`src/rtl/mips_fetch_ctrl.sv`:
```
// mips_fetch_ctrl: IF-stage sequencer for the MIPS pipeline.
// Owns the PC, talks to instruction memory over a req/ack handshake,
// applies branch redirects from ID, honours ID stalls, and drives the
// IF/ID register outputs. A one-entry skid buffer absorbs an instruction
// that returns while ID is stalled, so no fetched word is ever lost.
module mips_fetch_ctrl #(
    parameter logic [31:0] RESET_PC = 32'h0000_0000
) (
    input  logic        clk,
    input  logic        rst,
    input  logic        branch,
    input  logic [31:0] pc_branch,
    input  logic        stall_D,
    output logic        imem_req,
    output logic [31:0] imem_addr,
    input  logic        imem_ack,
    input  logic [31:0] imem_rdata,
    output logic [31:0] Instruction_F,
    output logic [31:0] pc_F,
    output logic [31:0] PcPlus4_F,
    output logic        valid_F,
    output logic        flush_D
);

    typedef enum logic [1:0] {
        BOOT  = 2'd0,
        FETCH = 2'd1,
        HOLD  = 2'd2,
        DRAIN = 2'd3
    } state_t;

    state_t      state_q, state_d;
    logic [31:0] pc_q, pc_d;
    logic [31:0] tgt_q, tgt_d;
    logic [31:0] instr_q, instr_d;
    logic [31:0] pcF_q, pcF_d;
    logic        valid_q, valid_d;
    logic [31:0] skidInstr_q, skidInstr_d;
    logic [31:0] skidPc_q, skidPc_d;
    logic        skidValid_q, skidValid_d;
    logic        flush_q, flush_d;

    logic        consume;
    logic [31:0] branchTarget;
    logic [31:0] pcPlus4;

    // The redirect target is forced to a word boundary; the fetch PC
    // advances by one word and simply wraps at the top of the address space.
    assign branchTarget = pc_branch & ~32'h0000_0003;
    assign pcPlus4      = pc_q + 32'd4;
    assign consume      = valid_q & ~stall_D;

    // A request is outstanding in FETCH and DRAIN; the address is the
    // internal PC, which only moves when an ack is taken, so it stays
    // stable for the whole life of a request.
    assign imem_req      = (state_q == FETCH) || (state_q == DRAIN);
    assign imem_addr     = pc_q;
    assign Instruction_F = instr_q;
    assign pc_F          = pcF_q;
    assign PcPlus4_F     = pcF_q + 32'd4;
    assign valid_F       = valid_q;
    assign flush_D       = flush_q;

    // Next-state and datapath decisions; every register holds by default
    // and a redirect from ID overrides all other activity in the cycle.
    always_comb begin
        state_d     = state_q;
        pc_d        = pc_q;
        tgt_d       = tgt_q;
        instr_d     = instr_q;
        pcF_d       = pcF_q;
        valid_d     = valid_q;
        skidInstr_d = skidInstr_q;
        skidPc_d    = skidPc_q;
        skidValid_d = skidValid_q;
        flush_d     = 1'b0;

        case (state_q)
            BOOT: begin
                state_d = FETCH;
            end

            FETCH: begin
                if (branch) begin
                    flush_d     = 1'b1;
                    valid_d     = 1'b0;
                    skidValid_d = 1'b0;
                    if (imem_ack) begin
                        pc_d = branchTarget;
                    end else begin
                        tgt_d   = branchTarget;
                        state_d = DRAIN;
                    end
                end else if (imem_ack) begin
                    pc_d = pcPlus4;
                    if (!valid_q || consume) begin
                        instr_d = imem_rdata;
                        pcF_d   = pc_q;
                        valid_d = 1'b1;
                    end else begin
                        skidInstr_d = imem_rdata;
                        skidPc_d    = pc_q;
                        skidValid_d = 1'b1;
                        state_d     = HOLD;
                    end
                end else if (consume) begin
                    valid_d = 1'b0;
                end
            end

            HOLD: begin
                if (branch) begin
                    flush_d     = 1'b1;
                    valid_d     = 1'b0;
                    skidValid_d = 1'b0;
                    pc_d        = branchTarget;
                    state_d     = FETCH;
                end else if (!stall_D) begin
                    instr_d     = skidInstr_q;
                    pcF_d       = skidPc_q;
                    valid_d     = 1'b1;
                    skidValid_d = 1'b0;
                    state_d     = FETCH;
                end
            end

            DRAIN: begin
                if (branch) begin
                    flush_d     = 1'b1;
                    valid_d     = 1'b0;
                    skidValid_d = 1'b0;
                    tgt_d       = branchTarget;
                end
                if (imem_ack) begin
                    pc_d    = branch ? branchTarget : tgt_q;
                    state_d = FETCH;
                end
            end

            default: begin
                state_d = BOOT;
            end
        endcase
    end

    // State and datapath registers; reset takes effect immediately so the
    // request drops in the same cycle reset is asserted.
    always_ff @(posedge clk or posedge rst) begin
        if (rst) begin
            state_q     <= BOOT;
            pc_q        <= RESET_PC;
            tgt_q       <= 32'd0;
            instr_q     <= 32'd0;
            pcF_q       <= 32'd0;
            valid_q     <= 1'b0;
            skidInstr_q <= 32'd0;
            skidPc_q    <= 32'd0;
            skidValid_q <= 1'b0;
            flush_q     <= 1'b0;
        end else begin
            state_q     <= state_d;
            pc_q        <= pc_d;
            tgt_q       <= tgt_d;
            instr_q     <= instr_d;
            pcF_q       <= pcF_d;
            valid_q     <= valid_d;
            skidInstr_q <= skidInstr_d;
            skidPc_q    <= skidPc_d;
            skidValid_q <= skidValid_d;
            flush_q     <= flush_d;
        end
    end

endmodule
```
`config.mk`:
```
export PLATFORM = sky130hd
export DESIGN_NAME = mips_fetch_ctrl
export DESIGN_NICKNAME = d
export VERILOG_FILES = /design/src/rtl/mips_fetch_ctrl.sv
export SDC_FILE = /design/constraint.sdc
export NUM_CORES = 1
export LEC_CHECK = 0
export ABC_AREA = 1
export BUFFER_PORTS_ARGS = -buffer_cell sky130_fd_sc_hd__buf_2
export CAP_MARGIN = 20
export CORE_MARGIN = 3
export CORE_UTILIZATION = 50
export DETAILED_ROUTE_END_ITERATION = 8
export PLACE_DENSITY = 0.79
export SKIP_CTS_REPAIR_TIMING = 1
export SLEW_MARGIN = 20
export SYNTH_ARGS = -nofsm -noshare
export SYNTH_HDL_FRONTEND = slang
export SYNTH_SLANG_ARGS = --single-unit
```
`constraint.sdc`:
```
create_clock -name clk -period 6.4 [get_ports clk]
set_input_delay 0.96 -clock clk [delete_from_list [all_inputs] [get_ports clk]]
set_output_delay 0.96 -clock clk [all_outputs]
set_load 0.005 [all_outputs]
```
==> reports/qor.csv, run 1 <==
stage;metric;value;unit
synth;synthesis.area;10100;um^2
power;irDropWorstVdd;0.226;mV
setup_path;crit_type;reg -> reg;
setup_path;cp_max_fo;38;
synth;synth_top_area_share;48.7;%
drt;via_count;9269;
synth;synth_area_leaders;dfrtp_1, nand2_1, o21ai_0;
grt;grt.overflow.total;0;
clock_network;clk-insertion-delay-late;0.43;ns
die;io_pins;200;
timing;rsz0062_at_grt;no;
synth;synthesis.instances;1344;
die;start_util;51.4;%
drt;postRouteAntennaNets;0;
synth;ys_types;33;
outcome;outcome;complete, no violations;
timing;clock_skew;0.0108;ns
synth;synth_nets;1415;
clock_network;cts_root_buf;clkbuf_16;
setup_path;cp-end-kind;flip-flop;
synth;avgSynthCellArea;7.49;um^2
grt;grt_max_degree;144;
worst_hold_path;hp-class;reg -> reg;
timing;hold_violations;0;
clock_network;clkSinkCount;196;
final_layout;fin_cells;1780;
drt;wl;26.8;mm
drt;avgViaCountPerCell;5.21;
setup_path;startpoint_type;flip-flop;
final_layout;n_antenna_cell;0;
placement;dp.cells;1748;
timing;max_freq;0.292;GHz
synth;ys.flop_type;dfrtp_1;
run;cap_violations;0;
die;die_w;148;um
timing;slew_headroom;31.8;%
timing;report.final.slew_viol_count;0;
setup_path;r2r_slack;2.97;ns
clock_network;path_clk_slew;0.08;ns
timing;fin_crit;3.43;ns
synth;synth_top_cell_by_area;dfrtp_1;
power;total_power;5.50;mW
clock_network;cts_buffers;17;
timing;tns;0;ns
clock_network;cts_tree;done;
die;die-area;21900;um^2
timing;setup_violations;0;
drt;detail_route.iter0.violations;825;
drt;dr.pass1.iters;5;
placement;io_buffer_count;197;
final_layout;area_delta_synth_final;16.2;%
power;p_leak;5.85;nW
die;die_h;148;um
die;core;19600;um^2
drt;wl_per_cell;15.1;um
final_layout;fin_nets;1573;
grt;grt_pass1_wl;44.1;mm
grt;track_usage;24.8;%
timing;tightestPinTransition;1.02;ns
drt;drc_errors;0;
synth;synthArstFlopShare;100;%
timing;period_share;53.6;%
synth;ys_seq_elements;196;
final_layout;final_cell_mix;nand2_1, buf_2, dfrtp_1;
die;num_rows;51;
final_layout;layout.cells.most_common;nand2_1;
grt;first_global_vias;8611;
power;power_density;470;nW/um^2
timing;fin_ws;2.97;ns
clock_network;clockBufferDepth;2;
final_layout;drive_above_1_share;16.6;%
synth;synth_edf_count;0;
setup_path;crit_required;6.72;ns
timing;holdWs;0.482;ns
synth;yosysSeqAreaShare;48.7;%
grt;antenna_found_initial;0;
setup_path;cp.arrival;3.75;ns
placement;place_hpwl;19.1;mm
clock_network;ctsHtreeMaxLevel;4;
synth;yosysWarnings;0;
placement;gp_congestion;0.926;
placement;place_ws;2.64;ns
## final timing paths
path / start / end / cells after the start
hold / removal: skidInstr_q[8] / skidInstr_q[8] / 2
hold reg to reg: skidInstr_q[8] / skidInstr_q[8] / 2
setup reg to reg: state_q[0] / tgt_q[27] / 8
min in group asynchronous: rst / skidPc_q[31] / 2
setup / recovery: state_q[0] / tgt_q[27] / 8
max in group asynchronous: rst / skidInstr_q[18] / 3
## stage by stage
stage	instance area (um^2)	utilization [%]
final	11700	59.7
after global routing	11700	59.7
after CTS	11700	59.7
after detailed placement	11100	56.8
after global placement	11100	56.8
after floorplan	10100	-
## sequential cells by signal, summed over array words and instances (netlist names)
name,flops
Instruction_F,32
flush_D,1
imem_addr,32
pc_F,32
skidInstr_q,32
skidPc_q,32
state_q,2
tgt_q,32
valid_F,1
## per-layer routing
metal  vias to the layer above  global-route usage (%)  wire, um
met1                      4271                    35.5     12100
met2                       332                    39.2     12400
li1                       4640                       -         -
met3                        26                    4.75      1950
met5                         -                       0         0
met4                         0                    6.42       342
## where the power goes
part / internal, mW / switching, mW
registers: 1.80 / 0.525
logic: 0.826 / 1.30
clock network: 0.524 / 0.527
total: 3.15 / 2.35
## cells by family after synthesis
kind of cell,share of synthesized area (%)
buf+inv,7.71
simple gates,27.8
xor+xnor,2.35
fa+ha+maj,0.249
flops,48.7
compound gates,13.2
## critical path, cell delays in order, from the launching register on
cell and delay (ns):
dfrtp_1 0.63, nand2_1 0.19, nor2_2 0.81, inv_1 0.35, nand2_1 0.55, buf_4 0.42, inv_1 0.20, nand2_1 0.10
nand2_1 0.05
## cell usage after synthesis (3+ instances only)
master,n
nand2_1,473
dfrtp_1,196
nor2_1,143
inv_1,111
o21ai_0,109
a31oi_1,47
a21oi_1,43
nand3_1,38
clkbuf_1,27
xor2_1,27
buf_2,23
o211ai_1,21
nor3_1,15
nand4_1,13
buf_4,11
nor3b_1,10
inv_2,6
o21ai_1,4
a211oi_1,3
a22oi_1,3
buf_6,3
nor2_2,3
o22ai_1,3
## area by class of cell
type                            instances  area (um^2)
Clock inverter                         15          156
Sequential cell                       196         4900
Tap cell                              265          332
Multi-Input combinational cell        966         4400
Fill cell                            1838         7890
Inverter                              117          448
Timing Repair Buffer                  204         1040
Clock buffer                           17          425
No activity file was read; power rests on OpenSTA's default activity.
==> run 2, diff against run 1 <==
--- a/config.mk
+++ b/config.mk
@@ -5,13 +5,13 @@
 export SDC_FILE = /design/constraint.sdc
 export NUM_CORES = 1
 export LEC_CHECK = 0
-export ABC_AREA = 1
+export ABC_AREA = 0
 export BUFFER_PORTS_ARGS = -buffer_cell sky130_fd_sc_hd__buf_2
 export CAP_MARGIN = 20
 export CORE_MARGIN = 3
-export CORE_UTILIZATION = 50
+export CORE_UTILIZATION = 55
 export DETAILED_ROUTE_END_ITERATION = 8
-export PLACE_DENSITY = 0.79
+export PLACE_DENSITY = 0.83
 export SKIP_CTS_REPAIR_TIMING = 1
 export SLEW_MARGIN = 20
 export SYNTH_ARGS = -nofsm -noshare
==> constraint.sdc (replaced) <==
create_clock -name clk -period 3.35 [get_ports clk]
set_input_delay 0.5025 -clock clk [delete_from_list [all_inputs] [get_ports clk]]
set_output_delay 0.5025 -clock clk [all_outputs]
set_load 0.005 [all_outputs]
==> run 2 against run 1 <==
Effect of this change: die area decreased by 10%; combinational power decreased by 33%; final area decreased by 1.0%; critical path depth decreased by 1; non-clock buffer count increased by 15; clock power increased by 95%; sequential share of layout area increased by 0.44 points; count of clock-buffer cells in the layout unchanged; global-route usage decreased by 0.074 points; register-to-register slack got worse by 2.3 ns; worst setup slack got worse by 2.7 ns; sequential cell count unchanged; largest power group unchanged.
==> reports/qor.csv, run 2 <==
stage;metric;value;unit;change
outcome;outcome;complete, no violations;;unchanged
die;die_w;140;um;was 148 um
placement;gp_congestion;0.912;;was 0.926
setup_path;cp.arrival;2.56;ns;was 3.75 ns
placement;io_buffer_count;197;;unchanged
synth;synth_top_family_by_area;multiplexers;;was simple AND/OR/NAND/NOR gates
synth;synth_edf_count;0;;unchanged
power;irDropWorstVdd;0.393;mV;was 0.226 mV
synth;avgSynthCellArea;10.6;um^2;was 7.49 um^2
synth;synth-xor-area-share;2.57;%;was 2.35%
die;die_h;140;um;was 148 um
power;switching_share;30.5;%;was 42.8%
final_layout;stdcell_area;11600;um^2;was 11700 um^2
final_layout;fin_nets;1174;;was 1573
placement;place_ws;0.774;ns;was 2.64 ns
die;num_rows;48;;was 51
run;cap_violations;0;;unchanged
timing;rsz0062_at_grt;no;;unchanged
synth;yosysSeqAreaShare;49.7;%;was 48.7%
setup_path;cp_max_fo;6;;was 38
final_layout;drive_above_1_share;32.0;%;was 16.6%
synth;yosys-top-cells-count;dfrtp_1, nand2_1, o21ai_0;;was nand2_1, dfrtp_1, nor2_1
timing;slew_headroom;40.9;%;was 31.8%
drt;detail_route.iter0.violations;732;;was 825
timing;tightestPinTransition;0.887;ns;was 1.02 ns
clock_network;clk-insertion-delay-late;0.43;ns;about the same
final_layout;final_util;66.5;%;was 59.7%
drt;wl_per_cell;17.9;um;was 15.1 um
drt;via_count;7953;;was 9269
synth;ys_seq_elements;196;;unchanged
timing;fin_ws;0.285;ns;was 2.97 ns
timing;tns;0;ns;unchanged
clock_network;clkSinkCount;196;;unchanged
synth;synthesis.area;9870;um^2;was 10100 um^2
synth;synth_top_cell_by_area;dfrtp_1;;unchanged
clock_network;clockBufferDepth;2;;unchanged
grt;track_usage;24.7;%;was 24.8%
setup_path;crit_family;simple AND/OR/NAND/NOR gates;;unchanged
die;start_util;56.7;%;was 51.4%
die;die-area;19600;um^2;was 21900 um^2
power;power_density;593;nW/um^2;was 470 nW/um^2
timing;report.final.slew_viol_count;0;;unchanged
die;io_pins;200;;unchanged
final_layout;layout.cells.most_common;buf_2;;was nand2_1
drt;dr.pass1.iters;8;;was 5
power;share_comb_of_total_power;20.8;%;was 38.6%
timing;max_freq;0.326;GHz;
setup_path;cp-end-kind;output port;;was flip-flop
placement;place_hpwl;17.0;mm;was 19.1 mm
grt;grt.overflow.total;0;;unchanged
synth;ys_types;64;;was 33
synth;synthSimpleGateAreaFrac;12.3;%;was 27.8%
synth;yosysWarnings;0;;unchanged
timing;setup_violations;0;;unchanged
timing;period_share;91.5;%;
drt;avgViaCountPerCell;5.93;;was 5.21
final_layout;n_antenna_cell;0;;unchanged
synth;synth_adder_area_share;0.253;%;was 0.249%
die;core;17400;um^2;was 19600 um^2
power;power.internal;4.78;mW;was 3.15 mW
grt;first_global_vias;7605;;was 8611
setup_path;startpoint_type;flip-flop;;unchanged
synth;muxShareOfSynthArea;16.7;%;was 0%
synth;yosysMostFrequentCell;dfrtp_1;;was nand2_1
setup_path;slowest_stage;nor3_1;;was nor2_2
worst_hold_path;hp-class;in -> reg;;was reg -> reg
synth;synth_nets;1006;;was 1415
setup_path;critical_path.max_stage_delay;0.60;ns;was 0.81 ns
setup_path;cp_cell_sequence;ha_1, nand2_1, nor3_1, and2_1, nand4_1, xnor2_1, buf_2;;was nand2_1, nor2_2, inv_1, nand2_1, buf_4, inv_1, nand2_1, nand2_1
setup_path;crit_required;2.85;ns;was 6.72 ns
final_layout;area_delta_synth_final;17.3;%;was 16.2%
clock_network;path_clk_slew;0.08;ns;about the same
power;pwr-share-seq;49.3;%;was 42.2%
final_layout;final_cell_mix;buf_2, dfrtp_1, nand2_1;;was nand2_1, buf_2, dfrtp_1
timing;clock_skew;0.00973;ns;was 0.0108 ns
clock_network;cts_buffers;17;;unchanged
synth;synthesis.instances;935;;was 1344
power;total_power;6.87;mW;was 5.50 mW
synth;synth_top_area_share;49.7;%;was 48.7%
drt;wl;24.0;mm;was 26.8 mm
clock_network;cts_root_buf;clkbuf_16;;unchanged
drt;postRouteAntennaNets;0;;unchanged
setup_path;crit_buf_inv;1;;was 3
grt;grt_pass1_wl;39.2;mm;was 44.1 mm
power;p_clk_share;29.9;%;was 19.1%
grt;grt_max_degree;98;;was 144
power;p_switching;2.09;mW;was 2.35 mW
clock_network;ctsHtreeMaxLevel;4;;unchanged
timing;hold_violations;0;;unchanged
setup_path;crit_type;reg -> out;;was reg -> reg
drt;drc_errors;0;;unchanged
synth;ys.flop_type;dfrtp_1;;unchanged
timing;fin_crit;3.06;ns;
synth;synth-compound-area-share;14.1;%;was 13.2%
power;p_leak;5.73;nW;was 5.85 nW
synth;synth_area_leaders;dfrtp_1, mux2_2, mux2i_1;;was dfrtp_1, nand2_1, o21ai_0
synth;synthArstFlopShare;100;%;unchanged
clock_network;cts_tree;done;;unchanged
grt;antenna_found_initial;0;;unchanged
placement;place_area;11000;um^2;was 11100 um^2
==> run 2: worst reg2reg max path, cell delays in order, from the launching register on <==
cell,delay [ns]
dfrtp_1,0.72
nor2b_1,0.21
a32oi_1,0.28
or2_4,0.73
buf_4,0.36
nand2_1,0.10
o21ai_0,0.13
==> run 2: layout make-up <==
| class | instances | area, um^2 |
|---|---|---|
| clock buffers | 17 | 425 |
| clock inverters | 15 | 171 |
| multi-input cells | 655 | 4560 |
| flip-flops and latches | 196 | 4900 |
| repair buffers | 219 | 1180 |
| fillers | 1339 | 5840 |
| well taps | 225 | 282 |
| inverters | 14 | 56.3 |
==> run 2: logic make-up (layout without fill, tap and decap cells) <==
group                    Yosys count  in the layout
buffers and inverters             84            265
multiplexers                     153            153
adder cells (fa/ha/maj)            2              2
AO/OA/AOI/OAI                    216            216
XOR/XNOR                          29             29
AND/OR/NAND/NOR                  255            255
flip-flops                       196            196
==> run 2: layer usage <==
| metal | vias to the layer above | wire length [um] | track usage (%) | part of all wire [%] |
|---|---|---|---|---|
| met3 | 52 | 1440 | 4.57 | 6.0 |
| met1 | 3863 | 10700 | 35.2 | 44 |
| li1 | 3728 | - | - | - |
| met5 | - | 0 | 0 | 0 |
| met2 | 310 | 11200 | 38.1 | 47 |
| met4 | 0 | 666 | 9.23 | 2.8 |
==> run 2: through the flow <==
stage,hold WS [ns],instances
after global routing,0.293,1341
after CTS,-0.00273,1340
after detailed placement,0.465,1308
after global placement,0.457,1308
final,0.308,1341
after floorplan,0.464,935
==> run 2: worst paths after layout <==
path | start | end | slack [ns] | cells past startpoint
worst min register to register | Instruction_F[21] | Instruction_F[21] | 0.48 | 2
worst min-delay path | imem_rdata[20] | skidInstr_q[20] | 0.31 | 2
worst max register to register | state_q[1] | Instruction_F[3] | 0.70 | 6
worst max-delay path | pc_F[2] | PcPlus4_F[28] | 0.29 | 7
max in group asynchronous | rst | tgt_q[3] | 1.97 | 4
min in group asynchronous | rst | Instruction_F[20] | 0.57 | 3
==> run 2: power by group through the flow <==
stage | Sequential, mW | Combinational (mW) | Clock (mW)
floorplan | 3.30 | 0.871 | 0
global placement | 3.38 | 1.38 | 0
detailed placement | 3.42 | 1.44 | 0
CTS | 3.37 | 1.45 | 2.09
global route | 3.46 | 1.61 | 2.20
finish | 3.39 | 1.43 | 2.05
